**config.mk**
```make
export PLATFORM = sky130hd
export DESIGN_NAME = mul_unit_radix
export DESIGN_NICKNAME = d
export VERILOG_FILES = /design/src/rtl/mul_unit_radix.sv
export SDC_FILE = /design/constraint.sdc
export NUM_CORES = 2
export LEC_CHECK = 0
export ABC_CLOCK_PERIOD_IN_PS = 19800
export BUFFER_PORTS_ARGS = -buffer_cell sky130_fd_sc_hd__buf_2
export CAP_MARGIN = 20
export CELL_PAD_IN_SITES_DETAIL_PLACEMENT = 0
export CELL_PAD_IN_SITES_GLOBAL_PLACEMENT = 1
export CORE_MARGIN = 8
export CORE_UTILIZATION = 47
export CTS_CLUSTER_DIAMETER = 60
export DETAILED_ROUTE_END_ITERATION = 10
export PLACE_DENSITY_LB_ADDON = 0.1
export SLEW_MARGIN = 20
export SYNTH_ARGS = -nofsm -noshare
export SYNTH_HDL_FRONTEND = slang
export SYNTH_SLANG_ARGS = --single-unit
```
**constraint.sdc**
```tcl
create_clock -name clk -period 19.8 [get_ports clk]
set_input_delay 3.96 -clock clk [delete_from_list [all_inputs] [get_ports clk]]
set_output_delay 3.96 -clock clk [all_outputs]
set_load 0.02 [all_outputs]
```
**src/rtl/mul_unit_radix.sv**
```systemverilog
// mul_unit_radix: iterative RV64 integer multiplier (MUL, MULH, MULHSU, MULHU, MULW).
//
// The magnitudes of both operands are latched at accept. Each BUSY cycle adds
// BITS_PER_CYCLE partial products of |op2| into a 2*XLEN accumulator. The sign
// correction and result selection are folded into the registered output of the
// last iteration.
//
// Handshake: a transfer happens on a rising clk edge where valid && ready are
// both high. The producer holds valid and its payload until that edge. The unit
// holds out_valid, product_val and out_tag stable until out_ready. in_ready is a
// function of state, out_ready and flush only; it never depends on in_valid.
//
// Optional build macro: MUL_EARLY_OUT_EN. When it is defined, the unit leaves
// BUSY as soon as the remaining bits of |op2| are all zero. At least one
// iteration is always done. Results are identical in both builds.
//
// Ports:
//   clk, rst                     clock, asynchronous active-high reset
//   in_valid/in_ready            request handshake
//   inst_op_f3                   {opcode[6:0], funct3}
//   mult_op1, mult_op2, in_tag   request payload (rs1, rs2, destination tag)
//   flush                        kill the in-flight op; blocks accept this cycle
//   out_valid/out_ready          result handshake
//   product_val, out_tag         result payload
//   busy_o                       state != IDLE
//   state_o                      FSM state, for debug (0 IDLE, 1 BUSY, 2 DONE)
module mul_unit_radix #(
  parameter int XLEN           = 64,
  parameter int BITS_PER_CYCLE = 2,
  parameter int TAG_WIDTH      = 6
) (
  input  logic                 clk,
  input  logic                 rst,
  input  logic                 in_valid,
  output logic                 in_ready,
  input  logic [9:0]           inst_op_f3,
  input  logic [XLEN-1:0]      mult_op1,
  input  logic [XLEN-1:0]      mult_op2,
  input  logic [TAG_WIDTH-1:0] in_tag,
  input  logic                 flush,
  output logic                 out_valid,
  input  logic                 out_ready,
  output logic [XLEN-1:0]      product_val,
  output logic [TAG_WIDTH-1:0] out_tag,
  output logic                 busy_o,
  output logic [1:0]           state_o
);

  typedef enum logic [1:0] {S_IDLE = 2'd0, S_BUSY = 2'd1, S_DONE = 2'd2} state_t;
  typedef enum logic [2:0] {OP_MUL, OP_MULH, OP_MULHSU, OP_MULHU, OP_MULW, OP_BAD} op_t;

  localparam int          CNT_W = 7;
  localparam logic [CNT_W-1:0] N_FULL = CNT_W'(XLEN / BITS_PER_CYCLE);
  localparam logic [CNT_W-1:0] N_WORD = CNT_W'(32 / BITS_PER_CYCLE);

  state_t                state_q, state_d;
  op_t                   op_q, op_d;
  logic [CNT_W-1:0]      cnt_q, cnt_d;
  logic [2*XLEN-1:0]     mcand_q, mcand_d;
  logic [XLEN-1:0]       mplier_q, mplier_d;
  logic [2*XLEN-1:0]     acc_q, acc_d;
  logic                  neg_q, neg_d;
  logic [TAG_WIDTH-1:0]  tag_q, tag_d;
  logic [XLEN-1:0]       product_q, product_d;
  logic [TAG_WIDTH-1:0]  out_tag_q, out_tag_d;

  // Request decode and operand magnitudes, combinational from the inputs.
  op_t             op_dec;
  logic            s1_signed, s2_signed, neg1, neg2;
  logic [XLEN-1:0] a_raw, b_raw, mag1, mag2;

  always_comb begin
    op_dec = OP_BAD;
    case (inst_op_f3)
      10'b0110011_000: op_dec = OP_MUL;
      10'b0110011_001: op_dec = OP_MULH;
      10'b0110011_010: op_dec = OP_MULHSU;
      10'b0110011_011: op_dec = OP_MULHU;
      10'b0111011_000: op_dec = OP_MULW;
      default:         op_dec = OP_BAD;
    endcase
    s1_signed = (op_dec == OP_MUL) || (op_dec == OP_MULH) || (op_dec == OP_MULHSU);
    s2_signed = (op_dec == OP_MUL) || (op_dec == OP_MULH);
    // The low 32 bits of a word product do not depend on signedness, so MULW
    // multiplies the zero-extended words.
    if (op_dec == OP_MULW) begin
      a_raw = {32'b0, mult_op1[31:0]};
      b_raw = {32'b0, mult_op2[31:0]};
    end else begin
      a_raw = mult_op1;
      b_raw = mult_op2;
    end
    neg1 = s1_signed && a_raw[XLEN-1];
    neg2 = s2_signed && b_raw[XLEN-1];
    mag1 = neg1 ? (~a_raw + 1'b1) : a_raw;
    mag2 = neg2 ? (~b_raw + 1'b1) : b_raw;
  end

  // One iteration: add the partial products for the low BITS_PER_CYCLE bits of |op2|.
  logic [2*XLEN-1:0] partial, acc_step, res_signed;
  logic [XLEN-1:0]   mplier_next, final_val;
  logic              last_iter;

  always_comb begin
    partial = '0;
    for (int j = 0; j < BITS_PER_CYCLE; j++) begin
      if (mplier_q[j]) partial = partial + (mcand_q << j);
    end
    acc_step    = acc_q + partial;
    mplier_next = mplier_q >> BITS_PER_CYCLE;
`ifdef MUL_EARLY_OUT_EN
    // The multiplicand shifts with the multiplier, so acc_step is already the
    // complete product once no set bits remain.
    last_iter = (cnt_q == CNT_W'(1)) || (mplier_next == '0);
`else
    last_iter = (cnt_q == CNT_W'(1));
`endif
    res_signed = neg_q ? (~acc_step + 1'b1) : acc_step;
    case (op_q)
      OP_MUL:                         final_val = res_signed[XLEN-1:0];
      OP_MULH, OP_MULHSU, OP_MULHU:   final_val = res_signed[2*XLEN-1:XLEN];
      OP_MULW:                        final_val = {{(XLEN-32){res_signed[31]}}, res_signed[31:0]};
      default:                        final_val = '0;
    endcase
  end

  assign in_ready = !flush && ((state_q == S_IDLE) || ((state_q == S_DONE) && out_ready));
  logic accept;
  assign accept = in_valid && in_ready;

  always_comb begin
    state_d   = state_q;
    op_d      = op_q;
    cnt_d     = cnt_q;
    mcand_d   = mcand_q;
    mplier_d  = mplier_q;
    acc_d     = acc_q;
    neg_d     = neg_q;
    tag_d     = tag_q;
    product_d = product_q;
    out_tag_d = out_tag_q;

    if (flush) begin
      state_d = S_IDLE;
    end else begin
      case (state_q)
        S_BUSY: begin
          cnt_d    = cnt_q - CNT_W'(1);
          acc_d    = acc_step;
          mcand_d  = mcand_q << BITS_PER_CYCLE;
          mplier_d = mplier_next;
          if (last_iter) begin
            state_d   = S_DONE;
            product_d = final_val;
            out_tag_d = tag_q;
          end
        end
        S_DONE: begin
          if (out_ready) state_d = S_IDLE;
        end
        default: ;
      endcase
      // Accept is possible from IDLE, and from DONE while the result retires.
      if (accept) begin
        state_d  = S_BUSY;
        op_d     = op_dec;
        cnt_d    = (op_dec == OP_MULW) ? N_WORD : N_FULL;
        mcand_d  = {{XLEN{1'b0}}, mag1};
        mplier_d = mag2;
        acc_d    = '0;
        neg_d    = neg1 ^ neg2;
        tag_d    = in_tag;
      end
    end
  end

  always_ff @(posedge clk or posedge rst) begin
    if (rst) begin
      state_q   <= S_IDLE;
      op_q      <= OP_BAD;
      cnt_q     <= '0;
      mcand_q   <= '0;
      mplier_q  <= '0;
      acc_q     <= '0;
      neg_q     <= 1'b0;
      tag_q     <= '0;
      product_q <= '0;
      out_tag_q <= '0;
    end else begin
      state_q   <= state_d;
      op_q      <= op_d;
      cnt_q     <= cnt_d;
      mcand_q   <= mcand_d;
      mplier_q  <= mplier_d;
      acc_q     <= acc_d;
      neg_q     <= neg_d;
      tag_q     <= tag_d;
      product_q <= product_d;
      out_tag_q <= out_tag_d;
    end
  end

  assign out_valid   = (state_q == S_DONE);
  assign product_val = product_q;
  assign out_tag     = out_tag_q;
  assign busy_o      = (state_q != S_IDLE);
  assign state_o     = state_q;

endmodule

```
==> metrics.cfg <==
[setup_path]
required_ns = 20.35
critPathKind = register to register
cp-end-kind = register
arrival_ns = 11.92
path_delay_family = simple AND/OR/NAND/NOR gates
worst_setup_path_start_kind = register
slowest_stage = dfrtp_4
slowest_delay_ns = 0.78
crit_fanout = 84
worst-path-buf-inv = 3

[layout]
filler_cell_count = 9693
drive_above_1_share = 0.0963
stdcell_area_um2 = 49300
fin_nets = 6540
instances_no_fill = 7502
syn2layout_area_growth_pct = 8.60

[grt]
grt_antenna_before_repair = 10
grt_max_degree = 190
grt_pass1_wl_mm = 290
grt_use_total = 0.342
overflow = 0
grt_pass1_vias = 46300

[detailed_routing]
drc = 0
dr.pass1.iters = 6
routed_via_density = 6.51
vias = 48800
wl_mm = 191
final_antenna_net_count = 0
drt_iter0_markers = 4819
wl_per_cell_um = 25.4

[pwr]
p_per_area_nw_per_um2 = 141
ir_worst_vdd_mv = 0.0801
p_leak_uw = 0.0204

[clock_network]
cts_buffer_depth = 3
root_buffer = clkbuf_16
cts_setup_buffers = 0
cts_buffers = 61
cts_tree = yes
cts_resized = 0
ctsHoldBuffers = 0
clkLatencyLatePin_ns = 0.69
h-tree-depth = 2
cts.sinks = 409
clk_pin_slew_ns = 0.06

[timing]
clock_skew_ns = 0.0218
slew_violations = 0
max-slew-margin-rel = 0.210
worst_pin_slew_ns = 1.18
fmax_ghz = 0.0879
rsz0062_at_grt = no
tns_ns = 0
finalSetupViolCount = 0
period_share = 0.574
min_period_ns = 11.37
finalHoldViolCount = 0

[min_path]
holdCritPathClass = register to register

[placement]
placedCellCount = 7382
placed_area_um2 = 47100
portBuffers = 223
hpwl_mm = 149
routabilityCongestion = 1.05

[floorplan]
rows = 114
die-height_um = 327
die_w_um = 327
io_pins = 224
start_util = 0.472
dieArea_um2 = 107000
core_area_um2 = 96100

[synth]
synthFlopType = dfrtp_1
netlist.area_leader.share = 0.225
synth_warnings = 0
synth_edf_count = 0
synthArstFlopShare = 1.00
syn_area_um2 = 45400
synth.largest_area_cell = dfrtp_1
syn_area_per_cell_um2 = 7.25
synth_fp_nets = 6626
synthCells = 6255
synth_seq_area_share = 0.226
synth_cell_types = 116
yosys-top-cells-area = dfrtp_1, nand2_1, o21ai_0
ys_seq_elements = 409

[flow_run]
cap_violations = 0

[run_status]
status = finished, final reports clean

flip-flops by register name, indices dropped and copies added (netlist names):
name,flops
out_tag,6
neg_q,1
cnt_q,7
acc_q,128
product_val,64
state_o,2
mcand_q,128
mplier_q,64
op_q,3
tag_q,6
layer usage:
metal  vias up  routed length [µm]  global-route usage
li1      22800                   -                   -
met1     23600               77100               0.425
met2      1956               91400               0.585
met3       432               11700              0.0417
met4         2               10400               0.163
met5         -                  11                   0
final cells by class:
type	instances	area, µm²	area share
Multi-Input combinational cell	5284	33100	0.671
Sequential cell	409	10200	0.208
Timing Repair Buffer	298	1720	0.0349
Clock buffer	80	1680	0.0341
Tap cell	1276	1600	0.0324
Clock inverter	33	495	0.0101
Inverter	115	439	0.00892
Antenna cell	7	17.5	0.000356
tightest hold or removal path, delay by kind of cell (launching register included):
kind / cells / cell delay, ns
simple gates: 2 / 0.10
flops: 1 / 0.34
cells in the final DEF (no fill, tap or decap), drive strengths merged, types with 75 or more instances in the layout:
| cell | netlist | layout |
|---|---|---|
| a22oi | 116 | 116 |
| xor2 | 202 | 202 |
| dfrtp | 407 | 407 |
| inv | 114 | 123 |
| nor3 | 146 | 146 |
| nor4 | 75 | 75 |
| ha | 220 | 220 |
| a21o | 108 | 108 |
| nand4 | 137 | 137 |
| nand2 | 866 | 866 |
| o31ai | 81 | 81 |
| a21oi | 494 | 494 |
| nor2 | 450 | 450 |
| o21ai | 671 | 671 |
| nand3 | 212 | 212 |
| buf | 62 | 298 |
| clkbuf | 385 | 80 |
| xnor2 | 294 | 294 |
| and2 | 110 | 110 |
kinds of logic after synthesis:
logic type / share of synthesized area
adder cells (fa/ha/maj): 0.0620
multiplexers: 0.0170
AND/OR/NAND/NOR: 0.257
XOR/XNOR: 0.0959
flip-flops: 0.226
AO/OA/AOI/OAI: 0.296
buffers and inverters: 0.0471
power breakdown:
part | switching, µW | internal (µW) | leakage, µW
Clock | 460 | 731 | 0.00106
Sequential | 338 | 1010 | 0.00539
Combinational | 2960 | 1430 | 0.0139
Total | 3750 | 3180 | 0.0204
cell usage after synthesis, types with 45 or more instances:
library cell,n
o31ai_1,79
a22oi_1,116
a31oi_1,74
nor2_1,450
inv_1,114
nand2_1,866
nor4_1,71
o211ai_1,62
ha_1,220
xnor2_1,293
and2_1,110
nand3_1,212
xor2_1,202
nor3_1,144
o22ai_1,46
or2_2,45
nand4_1,135
clkbuf_1,384
or3_1,63
a21o_1,108
mux2_2,62
nand2b_1,48
buf_1,48
dfrtp_1,407
nor2b_1,46
o21ai_0,639
a21oi_1,493
o21a_1,60
stage by stage:
| step | utilization | power (µW) | hold slack [ns] | worst slack [ns] |
|---|---|---|---|---|
| 2_1_floorplan | - | 4170 | 0.439 | 4.46 |
| 3_3_place_gp | 0.489 | 5620 | 0.450 | 8.60 |
| 3_5_place_dp | 0.490 | 5620 | 0.448 | 8.69 |
| 4_1_cts | 0.512 | 6840 | 0.462 | 8.65 |
| 5_1_grt | 0.512 | 7300 | 0.483 | 7.79 |
| 6_report | 0.512 | 6930 | 0.463 | 8.43 |
worst paths after layout:
check,end,slack [ns],start,cells past startpoint
hold reg to reg,out_tag[2]$_DFFE_PP0P_,0.46,tag_q[2]$_DFFE_PP0P_,2
setup reg to reg,product_val[54]$_DFFE_PP0P_,8.43,mplier_q[0]$_DFFE_PP0P_,32
min in group asynchronous,mcand_q[88]$_DFFE_PP0P_,3.36,rst,2
max in group asynchronous,mplier_q[0]$_DFFE_PP0P_,14.32,rst,4
hold / removal,out_tag[2]$_DFFE_PP0P_,0.46,tag_q[2]$_DFFE_PP0P_,2
setup / recovery,product_val[54]$_DFFE_PP0P_,8.43,mplier_q[0]$_DFFE_PP0P_,32
Power figures use the tool's default switching activity.
